`config.mk`:
```
export PLATFORM = sky130hd
export DESIGN_NAME = yi_writer_flat
export DESIGN_NICKNAME = d
export VERILOG_FILES = /design/src/rtl/yi_writer_pkg.sv /design/src/rtl/yi_writer_if.sv /design/src/rtl/yi_writer_axi_w.sv /design/src/rtl/yi_writer.sv /design/src/flat_wrapper.sv
export SDC_FILE = /design/constraint.sdc
export NUM_CORES = 1
export LEC_CHECK = 0
export CAP_MARGIN = 20
export CORE_MARGIN = 5
export CORE_UTILIZATION = 45
export DETAILED_ROUTE_END_ITERATION = 10
export GPL_TIMING_DRIVEN = 0
export PLACE_DENSITY = 0.79
export SYNTH_ARGS = -nofsm -noshare
export SYNTH_HDL_FRONTEND = slang
export SYNTH_SLANG_ARGS = --single-unit
```
`constraint.sdc`:
```
create_clock -name clk -period 2.8 [get_ports clk]
set_input_delay 0.84 -clock clk [delete_from_list [all_inputs] [get_ports clk]]
set_output_delay 0.84 -clock clk [all_outputs]
set_load 0.01 [all_outputs]
```
`src/rtl/yi_writer_pkg.sv`:
```
// Shared encodings and helpers for the Y-vector writer: precision codes and fixed AXI fields.
package yi_writer_pkg;

    localparam logic [1:0] PREC_FP16 = 2'd0;
    localparam logic [1:0] PREC_FP32 = 2'd1;
    localparam logic [1:0] PREC_FP64 = 2'd2;

    localparam logic [1:0] AXI_BURST_INCR = 2'b01;
    localparam logic [2:0] AXI_SIZE_8B    = 3'd3;
    localparam logic [3:0] AXI_CACHE_DEF  = 4'b0011;

    // Code 3 is reserved and behaves as fp64.
    function automatic logic [1:0] norm_prec(input logic [1:0] prec);
        return (prec == 2'd3) ? PREC_FP64 : prec;
    endfunction

    // Lanes per 64-bit word minus one; doubles as the lane-index mask.
    function automatic logic [1:0] lane_mask(input logic [1:0] prec);
        logic [1:0] mask;
        case (prec)
            PREC_FP16: mask = 2'd3;
            PREC_FP32: mask = 2'd1;
            default:   mask = 2'd0;
        endcase
        return mask;
    endfunction

endpackage

```
`src/rtl/yi_writer_if.sv`:
```
// AXI4 write-only channel bundle (AW/W/B) used between the Y writer and the memory interconnect.
interface yi_writer_if #(
    parameter int unsigned ADDR_WIDTH = 48,
    parameter int unsigned DATA_WIDTH = 64
);

    logic [0:0]              awid;
    logic [ADDR_WIDTH-1:0]   awaddr;
    logic [7:0]              awlen;
    logic [2:0]              awsize;
    logic [1:0]              awburst;
    logic                    awlock;
    logic [3:0]              awcache;
    logic [2:0]              awprot;
    logic [3:0]              awqos;
    logic                    awvalid;
    logic                    awready;
    logic [DATA_WIDTH-1:0]   wdata;
    logic [DATA_WIDTH/8-1:0] wstrb;
    logic                    wlast;
    logic                    wvalid;
    logic                    wready;
    logic [0:0]              bid;
    logic [1:0]              bresp;
    logic                    bvalid;
    logic                    bready;

    modport master (
        output awid, awaddr, awlen, awsize, awburst, awlock, awcache, awprot, awqos, awvalid,
        input  awready,
        output wdata, wstrb, wlast, wvalid,
        input  wready,
        input  bid, bresp, bvalid,
        output bready
    );

    modport slave (
        input  awid, awaddr, awlen, awsize, awburst, awlock, awcache, awprot, awqos, awvalid,
        output awready,
        input  wdata, wstrb, wlast, wvalid,
        output wready,
        output bid, bresp, bvalid,
        input  bready
    );

endinterface

```
`src/rtl/yi_writer_axi_w.sv`:
```
// Single-beat AXI4 write engine: one start pulse issues AW and W together, then waits for B.
module yi_writer_axi_w
    import yi_writer_pkg::*;
#(
    parameter int unsigned ADDR_WIDTH = 48,
    parameter int unsigned DATA_WIDTH = 64
) (
    input  logic                    clk,
    input  logic                    rstn,
    input  logic                    start_i,
    input  logic [ADDR_WIDTH-1:0]   addr_i,
    input  logic [DATA_WIDTH-1:0]   data_i,
    input  logic [DATA_WIDTH/8-1:0] strb_i,
    output logic                    issued_o,
    output logic                    done_o,
    output logic [1:0]              resp_o,
    yi_writer_if.master             axi
);

    localparam logic [1:0] EIdle = 2'd0;
    localparam logic [1:0] EAddr = 2'd1;
    localparam logic [1:0] EResp = 2'd2;

    logic [1:0] state_q, state_d;
    logic       awvalid_q, awvalid_d;
    logic       wvalid_q, wvalid_d;
    logic       unused_bid;

    always_comb begin
        state_d   = state_q;
        awvalid_d = awvalid_q;
        wvalid_d  = wvalid_q;
        issued_o  = 1'b0;
        done_o    = 1'b0;
        case (state_q)
            EIdle: begin
                if (start_i) begin
                    awvalid_d = 1'b1;
                    wvalid_d  = 1'b1;
                    state_d   = EAddr;
                end
            end
            EAddr: begin
                // Each channel retires independently; both may complete in the same cycle.
                awvalid_d = awvalid_q & ~axi.awready;
                wvalid_d  = wvalid_q & ~axi.wready;
                if (!awvalid_d && !wvalid_d) begin
                    issued_o = 1'b1;
                    state_d  = EResp;
                end
            end
            EResp: begin
                if (axi.bvalid) begin
                    done_o  = 1'b1;
                    state_d = EIdle;
                end
            end
            default: state_d = EIdle;
        endcase
    end

    always_ff @(posedge clk) begin
        if (!rstn) begin
            state_q   <= EIdle;
            awvalid_q <= 1'b0;
            wvalid_q  <= 1'b0;
        end else begin
            state_q   <= state_d;
            awvalid_q <= awvalid_d;
            wvalid_q  <= wvalid_d;
        end
    end

    assign resp_o      = axi.bresp;
    assign unused_bid  = axi.bid[0];

    assign axi.awid    = 1'b0;
    assign axi.awaddr  = addr_i;
    assign axi.awlen   = 8'd0;
    assign axi.awsize  = AXI_SIZE_8B;
    assign axi.awburst = AXI_BURST_INCR;
    assign axi.awlock  = 1'b0;
    assign axi.awcache = AXI_CACHE_DEF;
    assign axi.awprot  = 3'd0;
    assign axi.awqos   = 4'd0;
    assign axi.awvalid = awvalid_q;
    assign axi.wdata   = data_i;
    assign axi.wstrb   = strb_i;
    assign axi.wlast   = wvalid_q;
    assign axi.wvalid  = wvalid_q;
    assign axi.bready  = (state_q == EResp);

endmodule

```
`src/rtl/yi_writer.sv`:
```
// Packs the Yi result stream into 64-bit words at the selected precision and stores them
// contiguously from Y_BASE_ADDR, one single-beat AXI write in flight at a time.
module yi_writer
    import yi_writer_pkg::*;
#(
    parameter logic [31:0] Y_BASE_ADDR = 32'h4000_0000,
    parameter int unsigned ADDR_WIDTH  = 48,
    parameter int unsigned DATA_WIDTH  = 64
) (
    input  logic        clk,
    input  logic        rstn,
    input  logic        Write_Begin,
    input  logic [31:0] Write_Length,
    input  logic [1:0]  Ctrl_sig_Y,
    input  logic        Yi_valid,
    output logic        Yi_ready,
    input  logic [63:0] Yi_data,
    output logic        Write_Busy,
    output logic        Write_Done,
    output logic        Write_Error,
    yi_writer_if.master m_axi_Y
);

    localparam logic [2:0] StIdle    = 3'd0;
    localparam logic [2:0] StCollect = 3'd1;
    localparam logic [2:0] StIssue   = 3'd2;
    localparam logic [2:0] StWaitB   = 3'd3;
    localparam logic [2:0] StDone    = 3'd4;

    logic [2:0]              state_q, state_d;
    logic [31:0]             elem_cnt_q, elem_cnt_d;
    logic [31:0]             word_cnt_q, word_cnt_d;
    logic [31:0]             len_q, len_d;
    logic [1:0]              prec_q, prec_d;
    logic [DATA_WIDTH-1:0]   wdata_q, wdata_d;
    logic [DATA_WIDTH/8-1:0] wstrb_q, wstrb_d;
    logic                    err_q, err_d;

    logic                    yi_fire;
    logic                    last_elem;
    logic [1:0]              lane;
    logic                    aw_start;
    logic                    aw_issued;
    logic                    b_done;
    logic [1:0]              b_resp;
    logic [ADDR_WIDTH-1:0]   word_addr;

    assign lane      = elem_cnt_q[1:0] & lane_mask(prec_q);
    assign yi_fire   = Yi_valid & Yi_ready;
    assign last_elem = (elem_cnt_q + 32'd1) == len_q;
    assign word_addr = ADDR_WIDTH'(Y_BASE_ADDR) + (ADDR_WIDTH'(word_cnt_q) << 3);

    always_comb begin
        state_d    = state_q;
        elem_cnt_d = elem_cnt_q;
        word_cnt_d = word_cnt_q;
        len_d      = len_q;
        prec_d     = prec_q;
        wdata_d    = wdata_q;
        wstrb_d    = wstrb_q;
        err_d      = err_q;
        aw_start   = 1'b0;
        case (state_q)
            StIdle: begin
                if (Write_Begin) begin
                    elem_cnt_d = 32'd0;
                    word_cnt_d = 32'd0;
                    err_d      = 1'b0;
                    len_d      = Write_Length;
                    prec_d     = norm_prec(Ctrl_sig_Y);
                    wdata_d    = '0;
                    wstrb_d    = '0;
                    state_d    = (Write_Length == 32'd0) ? StDone : StCollect;
                end
            end
            StCollect: begin
                if (yi_fire) begin
                    elem_cnt_d = elem_cnt_q + 32'd1;
                    case (prec_q)
                        PREC_FP16: begin
                            wdata_d[{lane, 4'b0000} +: 16] = Yi_data[15:0];
                            wstrb_d[{lane, 1'b0} +: 2]     = 2'b11;
                        end
                        PREC_FP32: begin
                            wdata_d[{lane[0], 5'b00000} +: 32] = Yi_data[31:0];
                            wstrb_d[{lane[0], 2'b00} +: 4]     = 4'hF;
                        end
                        default: begin
                            wdata_d = Yi_data;
                            wstrb_d = 8'hFF;
                        end
                    endcase
                    // A word ships when full or when the stream ends mid-word.
                    if (lane == lane_mask(prec_q) || last_elem) begin
                        aw_start = 1'b1;
                        state_d  = StIssue;
                    end
                end
            end
            StIssue: begin
                if (aw_issued) begin
                    state_d = StWaitB;
                end
            end
            StWaitB: begin
                if (b_done) begin
                    err_d      = err_q | (b_resp != 2'b00);
                    word_cnt_d = word_cnt_q + 32'd1;
                    wdata_d    = '0;
                    wstrb_d    = '0;
                    state_d    = (elem_cnt_q == len_q) ? StDone : StCollect;
                end
            end
            StDone: state_d = StIdle;
            default: state_d = StIdle;
        endcase
    end

    always_ff @(posedge clk) begin
        if (!rstn) begin
            state_q    <= StIdle;
            elem_cnt_q <= 32'd0;
            word_cnt_q <= 32'd0;
            len_q      <= 32'd0;
            prec_q     <= PREC_FP16;
            wdata_q    <= '0;
            wstrb_q    <= '0;
            err_q      <= 1'b0;
        end else begin
            state_q    <= state_d;
            elem_cnt_q <= elem_cnt_d;
            word_cnt_q <= word_cnt_d;
            len_q      <= len_d;
            prec_q     <= prec_d;
            wdata_q    <= wdata_d;
            wstrb_q    <= wstrb_d;
            err_q      <= err_d;
        end
    end

    assign Yi_ready    = (state_q == StCollect);
    assign Write_Busy  = (state_q == StCollect) || (state_q == StIssue) || (state_q == StWaitB);
    assign Write_Done  = (state_q == StDone);
    assign Write_Error = err_q;

    yi_writer_axi_w #(
        .ADDR_WIDTH (ADDR_WIDTH),
        .DATA_WIDTH (DATA_WIDTH)
    ) u_axi_w (
        .clk      (clk),
        .rstn     (rstn),
        .start_i  (aw_start),
        .addr_i   (word_addr),
        .data_i   (wdata_q),
        .strb_i   (wstrb_q),
        .issued_o (aw_issued),
        .done_o   (b_done),
        .resp_o   (b_resp),
        .axi      (m_axi_Y)
    );

endmodule

```
`src/flat_wrapper.sv`:
```
// flat-port wrapper written by rule: the top's interface ports become plain ports
module yi_writer_flat import yi_writer_pkg::*;
#(
    parameter logic [31:0] Y_BASE_ADDR = 32'h4000_0000,
    parameter int unsigned ADDR_WIDTH  = 48,
    parameter int unsigned DATA_WIDTH  = 64
)
  (clk, rstn, Write_Begin, Write_Length, Ctrl_sig_Y, Yi_valid, Yi_ready, Yi_data, Write_Busy, Write_Done, Write_Error, m_axi_Y_awid, m_axi_Y_awaddr, m_axi_Y_awlen, m_axi_Y_awsize, m_axi_Y_awburst, m_axi_Y_awlock, m_axi_Y_awcache, m_axi_Y_awprot, m_axi_Y_awqos, m_axi_Y_awvalid, m_axi_Y_awready, m_axi_Y_wdata, m_axi_Y_wstrb, m_axi_Y_wlast, m_axi_Y_wvalid, m_axi_Y_wready, m_axi_Y_bid, m_axi_Y_bresp, m_axi_Y_bvalid, m_axi_Y_bready);
  yi_writer_if #(.ADDR_WIDTH(ADDR_WIDTH), .DATA_WIDTH(DATA_WIDTH)) m_axi_Y_i ();
  input  logic clk;
  input  logic rstn;
  input  logic Write_Begin;
  input  logic [31:0] Write_Length;
  input  logic [1:0] Ctrl_sig_Y;
  input  logic Yi_valid;
  output logic Yi_ready;
  input  logic [63:0] Yi_data;
  output logic Write_Busy;
  output logic Write_Done;
  output logic Write_Error;
  output wire logic [$bits(m_axi_Y_i.awid)-1:0] m_axi_Y_awid;
  output wire logic [$bits(m_axi_Y_i.awaddr)-1:0] m_axi_Y_awaddr;
  output wire logic [$bits(m_axi_Y_i.awlen)-1:0] m_axi_Y_awlen;
  output wire logic [$bits(m_axi_Y_i.awsize)-1:0] m_axi_Y_awsize;
  output wire logic [$bits(m_axi_Y_i.awburst)-1:0] m_axi_Y_awburst;
  output wire logic [$bits(m_axi_Y_i.awlock)-1:0] m_axi_Y_awlock;
  output wire logic [$bits(m_axi_Y_i.awcache)-1:0] m_axi_Y_awcache;
  output wire logic [$bits(m_axi_Y_i.awprot)-1:0] m_axi_Y_awprot;
  output wire logic [$bits(m_axi_Y_i.awqos)-1:0] m_axi_Y_awqos;
  output wire logic [$bits(m_axi_Y_i.awvalid)-1:0] m_axi_Y_awvalid;
  input wire logic [$bits(m_axi_Y_i.awready)-1:0] m_axi_Y_awready;
  output wire logic [$bits(m_axi_Y_i.wdata)-1:0] m_axi_Y_wdata;
  output wire logic [$bits(m_axi_Y_i.wstrb)-1:0] m_axi_Y_wstrb;
  output wire logic [$bits(m_axi_Y_i.wlast)-1:0] m_axi_Y_wlast;
  output wire logic [$bits(m_axi_Y_i.wvalid)-1:0] m_axi_Y_wvalid;
  input wire logic [$bits(m_axi_Y_i.wready)-1:0] m_axi_Y_wready;
  input wire logic [$bits(m_axi_Y_i.bid)-1:0] m_axi_Y_bid;
  input wire logic [$bits(m_axi_Y_i.bresp)-1:0] m_axi_Y_bresp;
  input wire logic [$bits(m_axi_Y_i.bvalid)-1:0] m_axi_Y_bvalid;
  output wire logic [$bits(m_axi_Y_i.bready)-1:0] m_axi_Y_bready;
  assign m_axi_Y_awid = m_axi_Y_i.awid;
  assign m_axi_Y_awaddr = m_axi_Y_i.awaddr;
  assign m_axi_Y_awlen = m_axi_Y_i.awlen;
  assign m_axi_Y_awsize = m_axi_Y_i.awsize;
  assign m_axi_Y_awburst = m_axi_Y_i.awburst;
  assign m_axi_Y_awlock = m_axi_Y_i.awlock;
  assign m_axi_Y_awcache = m_axi_Y_i.awcache;
  assign m_axi_Y_awprot = m_axi_Y_i.awprot;
  assign m_axi_Y_awqos = m_axi_Y_i.awqos;
  assign m_axi_Y_awvalid = m_axi_Y_i.awvalid;
  assign m_axi_Y_i.awready = m_axi_Y_awready;
  assign m_axi_Y_wdata = m_axi_Y_i.wdata;
  assign m_axi_Y_wstrb = m_axi_Y_i.wstrb;
  assign m_axi_Y_wlast = m_axi_Y_i.wlast;
  assign m_axi_Y_wvalid = m_axi_Y_i.wvalid;
  assign m_axi_Y_i.wready = m_axi_Y_wready;
  assign m_axi_Y_i.bid = m_axi_Y_bid;
  assign m_axi_Y_i.bresp = m_axi_Y_bresp;
  assign m_axi_Y_i.bvalid = m_axi_Y_bvalid;
  assign m_axi_Y_bready = m_axi_Y_i.bready;
  yi_writer #(.Y_BASE_ADDR(Y_BASE_ADDR), .ADDR_WIDTH(ADDR_WIDTH), .DATA_WIDTH(DATA_WIDTH)) u_core (.clk(clk), .rstn(rstn), .Write_Begin(Write_Begin), .Write_Length(Write_Length), .Ctrl_sig_Y(Ctrl_sig_Y), .Yi_valid(Yi_valid), .Yi_ready(Yi_ready), .Yi_data(Yi_data), .Write_Busy(Write_Busy), .Write_Done(Write_Done), .Write_Error(Write_Error), .m_axi_Y(m_axi_Y_i));
endmodule
```
; ---- After elaboration in Yosys (flattened, before gate mapping)
; Index checks and enable logic that the tools add are counted.
[classes]
n_addsub = 7
n_eq_ne = 19
n_shift = 8
mux = 48
n_bitwise = 7
n_reduce_logical = 22
[op_table]
columns = op, n
row1 = $mux W64, 3
row2 = $pmux W64 S3, 1
row3 = $bwmux W64, 2
row4 = $pmux W32 S2, 2
row5 = $pmux W64 S2, 1
row6 = $mux W32, 3
row7 = $add A32 B1 Y32 const B, 2
row8 = $eq A32 B32 Y1, 2
row9 = $shift A16 B8 Y64 const A, 1
row10 = $shift A32 B8 Y64 const A, 1
row11 = $shiftx A16 B8 Y64, 1
row12 = $shiftx A32 B8 Y64, 1
row13 = $add A31 B35 Y36 const A, 1
row14 = $logic_not A32 Y1, 1
row15 = $mux W8, 3
row16 = $pmux W8 S3, 1
row17 = $mux W3, 7
row18 = $bwmux W8, 2
row19 = $neg A6 Y8, 2
row20 = $pmux W8 S2, 1
row21 = $mux W2, 6
row22 = $pmux W3 S4, 1
row23 = $mux W1, 10
row24 = $ne A2 B2 Y1 const B, 5
row25 = other kinds (30), 51
[word_totals]
regBits = 178
in_bits = 108
out_inout_bits = 154
word_cells = 122

; ---- Logic depth before layout (Yosys ltp)
[logic_depth]
depth_word = 11
depth_mapped = 14
ltp_nobuf = 11

; ---- Modules after synthesis
; Synthesis repeated with hierarchy kept, for this count alone.
[hier_totals]
cells_unflattened = 1413
hier_area_um2 = 10894.2
[by_module_without_submodules]
columns = module, n_inst, cells_per_inst, area_each_um2, seq_area_each_um2
row1 = yi_writer, 1, 1239, 9544.2, 3483.3
row2 = yi_writer_axi_w, 1, 174, 1350.0, 80.1

; ---- Least setup slack after synthesis
; Ideal clock, no wire load.
[synth_path]
kind = input port to flip-flop
start = in m_axi_Y_bvalid
end = reg u_core.word_cnt_q[26]
setup_ns = 0.128
t_arrival_ns = 2.545
required_ns = 2.672
slack_ns = 0.127
stages = 8
path_buffers = 1
cell_sequence = and3b_1 -> a31oi_1 -> or3b_1 -> clkbuf_1 -> nor4_1 -> nand4_1 -> xor2_1 -> nor2_1
[synth_between]
elab_chain_len = 4
[synth_lines]
columns = element, line
row1 = "start, declared", flat_wrapper.sv:39  ; input wire logic [$bits(m_axi_Y_i.bvalid)-1:0] m_axi_Y_bvalid;
row2 = $mux W1, yi_writer_axi_w.sv:53  ; if (axi.bvalid) begin
row3 = $mux W1, yi_writer_axi_w.sv:35  ; case (state_q)
row4 = $ne A2 B1 Y1 (no line), --
row5 = $reduce_and A3 Y1 (no line), --
row6 = "end signal, assigned", yi_writer.sv:132  ; word_cnt_q <= word_cnt_d;
row7 = "end, declared", yi_writer.sv:32  ; logic [31:0] word_cnt_q, word_cnt_d;
; No other way between the ends.
; A chain may end at the register's enable or synchronous reset.

; ---- Worst setup path in the final report
[layout_path]
start = in Write_Length[27]
end = reg u_core.state_q[0]
[layout_between]
elab_chain_len = 4
[layout_lines]
columns = element, line
row1 = "start, declared", flat_wrapper.sv:13  ; input logic [31:0] Write_Length;
row2 = $logic_not A32 Y1, yi_writer.sv:73  ; state_d = (Write_Length == 32'd0) ? StDone : StCollect;
row3 = $mux W3, yi_writer.sv:73
row4 = $mux W3, yi_writer.sv:65  ; if (Write_Begin) begin
row5 = $pmux W3 S4, yi_writer.sv:63  ; case (state_q)
row6 = "end signal, assigned", yi_writer.sv:121  ; state_q <= StIdle;
row7 = "end signal, assigned", yi_writer.sv:130  ; state_q <= state_d;
row8 = "end, declared", yi_writer.sv:30  ; logic [2:0] state_q, state_d;
; No other way between the ends. The select of a mux whose other input is x is not followed.

==> run metrics <==
Layout area overhead=35.4%; storage element area=0.00357 mm2; Critical Path, Cell by Cell=clkdlybuf4s50_1 > nor4_1 > nand4_1 > nor3_1 > o21ai_0 > a32oi_1 > a21bo_1; final WL=36000 um; CTS tree=yes; first-pass GRT wire length=56000 um; Worst EP required=3.13 ns; Post-Syn Area=0.0101 mm2; crit share post-route=98.0%; CP max stage cell=nor4_1; DRC=0; Pwr Density=529 mW/mm2; Layout Skew=0.0152 ns; dpl hpwl=27700 um; number of cells on the critical path=7; RePlAce Congestion=0.939; Hold WS=0.455 ns; Post-synth EDFFs=0; synthesized netlist cell count=1284; Min-Delay Path Class=reg2reg; worst slack, placed=-1.09 ns; via count of the first global-routing pass=10200; WP data arrival=3.07 ns; Top Family by Delay on Critical Path=simple AND/OR/NAND/NOR gates; hold path startpoint=u_core.wstrb_q[3]; dpl cell area=0.0128 mm2; top cell type by total area after synthesis=dfxtp_1; most frequent cells in the layout=clkdlybuf4s50_1 (215), nand2_1 (185), dfxtp_1 (173); grt ovf=0; min Tclk post-route=2.74 ns; # clock sinks=178; Worst slew margin=40.0%; WL per Instance=19.4 um; #FFs+latches synth=178; Placeable Area=0.0220 mm2; post-synthesis sequential area ratio=35.4%; Critical path buffers and inverters=1; fraction of registers with async set/reset=0%; max_cap viols=0; synth top area cells=dfxtp_1 (35%), nand2_1 (6.9%), buf_4 (5.1%), xor2_1 (4.5%), o21ai_0 (3.9%); All-Layer GR Usage=27.0%; layout cells sized above 1=12.9%; die width=160 um; n_diodes=0; Final ANT Viol Nets=0; Avg Inst Size Synth=7.85 um2; largest net degree at the start of global routing=19; Worst-Margin Slew=0.898 ns; R2R cell count=8; Iteration-0 DRC Markers=1216; Rows=54; clk root buf=clkbuf_16; Final Power=7.22 mW; Multi-input gate area=0.00592 mm2; Top FF cell, synth=dfxtp_1; fmax=0.364 GHz; routed via count=10500; Layout Nets=1677; first-pass iteration count of the detailed router=9; Max stage delay on crit path=0.55 ns; Hold Fails Final Rpt=0; Worst VDD drop=0.463 mV; slack of the critical path=0.0555 ns; H-tree Lvls=4; worst r2r src=u_core.elem_cnt_q[7]; Post-CTS Hold Buffers=0; CP Launch Type=input pin; area of all placed cells without fillers=0.0136 mm2; Leak Pwr=5.14 nW; most common cell after layout, fill and taps aside=clkdlybuf4s50_1; CP Capture Type=register; initial antenna violation count=0; CTS clk-pin slew, worst paths=0.07 ns; die area=0.0255 mm2; Clock Latency Late Sink=0.44 ns; Num CTS Buffers=17; DIE HEIGHT=160 um; CP startpoint=Write_Length[27]; number of distinct library cells after synthesis=72; CP Class=in2reg; Fill cells=1974; Final Slew Violations=0; drt via density=5.68; count of final setup violators=0; status=completed; I/O Buffers=218; Initial Util=45.9%; WHS Path Cells=2; setup TNS=0 ns; io pins=262; area share of the largest cell type after synthesis=35.4%; Synth warnings=0; CP max FO=2; CTS Buffer Depth=2
## cells in the mapped netlist, drive strengths merged, types with 4 or more instances
cell / n
a21oi: 54
nor4: 30
inv: 18
nor3: 38
xor2: 52
o22ai: 17
or3: 10
buf: 88
nor2b: 35
a222oi: 14
mux2i: 4
mux2: 14
nand4: 33
dfxtp: 178
a221oi: 15
ha: 7
and4: 10
a22oi: 22
nand2: 185
a21boi: 39
nand3: 41
nor2: 77
xnor2: 25
and3: 13
o21ai: 79
a31oi: 9
nand2b: 7
a211oi: 6
clkbuf: 71
and2: 38
## worst register-to-register path: stages (launching register included)
cell and delay [ns]:
dfxtp_1 0.31, clkbuf_1 0.27, nand3_1 0.24, nor4_1 0.68, xnor2_1 0.15, a211oi_1 0.25, and4_4 0.30, nand4_1 0.18
a211oi_2 0.24
## routing by layer
metal / track usage (%) / up-vias / part of all wire [%]
met1: 36.4 / 4907 / 43
met2: 43.6 / 523 / 45
met3: 5.15 / 90 / 8.5
li1: - / 5013 / -
met5: 0 / - / 0
met4: 9.63 / 0 / 3.4
## power by group
part / total [mW] / leakage (nW) / switching (mW) / internal (mW)
clock: 2.35 / 0.274 / 1.17 / 1.18
combinational: 2.08 / 3.42 / 1.25 / 0.836
sequential: 2.78 / 1.44 / 0.111 / 2.67
## logic make-up after synthesis
kind of cell	share of synthesized area, %
AO/OA/AOI/OAI	18.5
XOR/XNOR	6.69
adder cells (fa/ha/maj)	0.869
buffers and inverters	9.43
flip-flops	35.4
multiplexers	1.96
other	0.0745
AND/OR/NAND/NOR	27.1
## final cells by class
type | instances | area share [%]
tap | 280 | 2.57
clock inverter | 15 | 1.07
timing repair buffer | 228 | 16.6
clock buffer | 17 | 3.12
inverter | 19 | 0.532
multi-input combinational | 967 | 43.4
buffer | 151 | 6.56
sequential | 178 | 26.2
## flip-flops by register name, indices dropped and copies added, names as in the netlist
| signal | count |
|---|---|
| u_core.wdata_q | 64 |
| u_core.elem_cnt_q | 32 |
| u_core.len_q | 32 |
| u_core.word_cnt_q | 32 |
| u_core.wstrb_q | 8 |
| u_core.state_q | 3 |
| u_core.prec_q | 2 |
| u_core.u_axi_w.state_q | 2 |
| u_core.Write_Error | 1 |
| u_core.u_axi_w.axi.awvalid | 1 |
| u_core.u_axi_w.axi.wlast | 1 |
## repair_timing
item                                   CTS  global route
gates resized for setup                 40            50
pin swaps                                1             7
endpoints found under the hold margin    0             0
buffers inserted                         4             6
setup endpoints to repair               96            81
## stage by stage
stage / util [%] / cells
6_report: 62.1 / 1855
4_1_cts: 61.4 / 1854
5_1_grt: 62.1 / 1855
3_3_place_gp: 58.1 / 1821
2_1_floorplan: - / 1323
3_5_place_dp: 58.1 / 1821
## worst paths after layout
kind / end / slack, ns
min: u_core.wstrb_q[3] / 0.45
max: u_core.state_q[0] / 0.06
max reg2reg: u_core.state_q[1] / 0.08
min reg2reg: u_core.wstrb_q[3] / 0.45
Note: power is estimated with default switching activity, not from simulation.
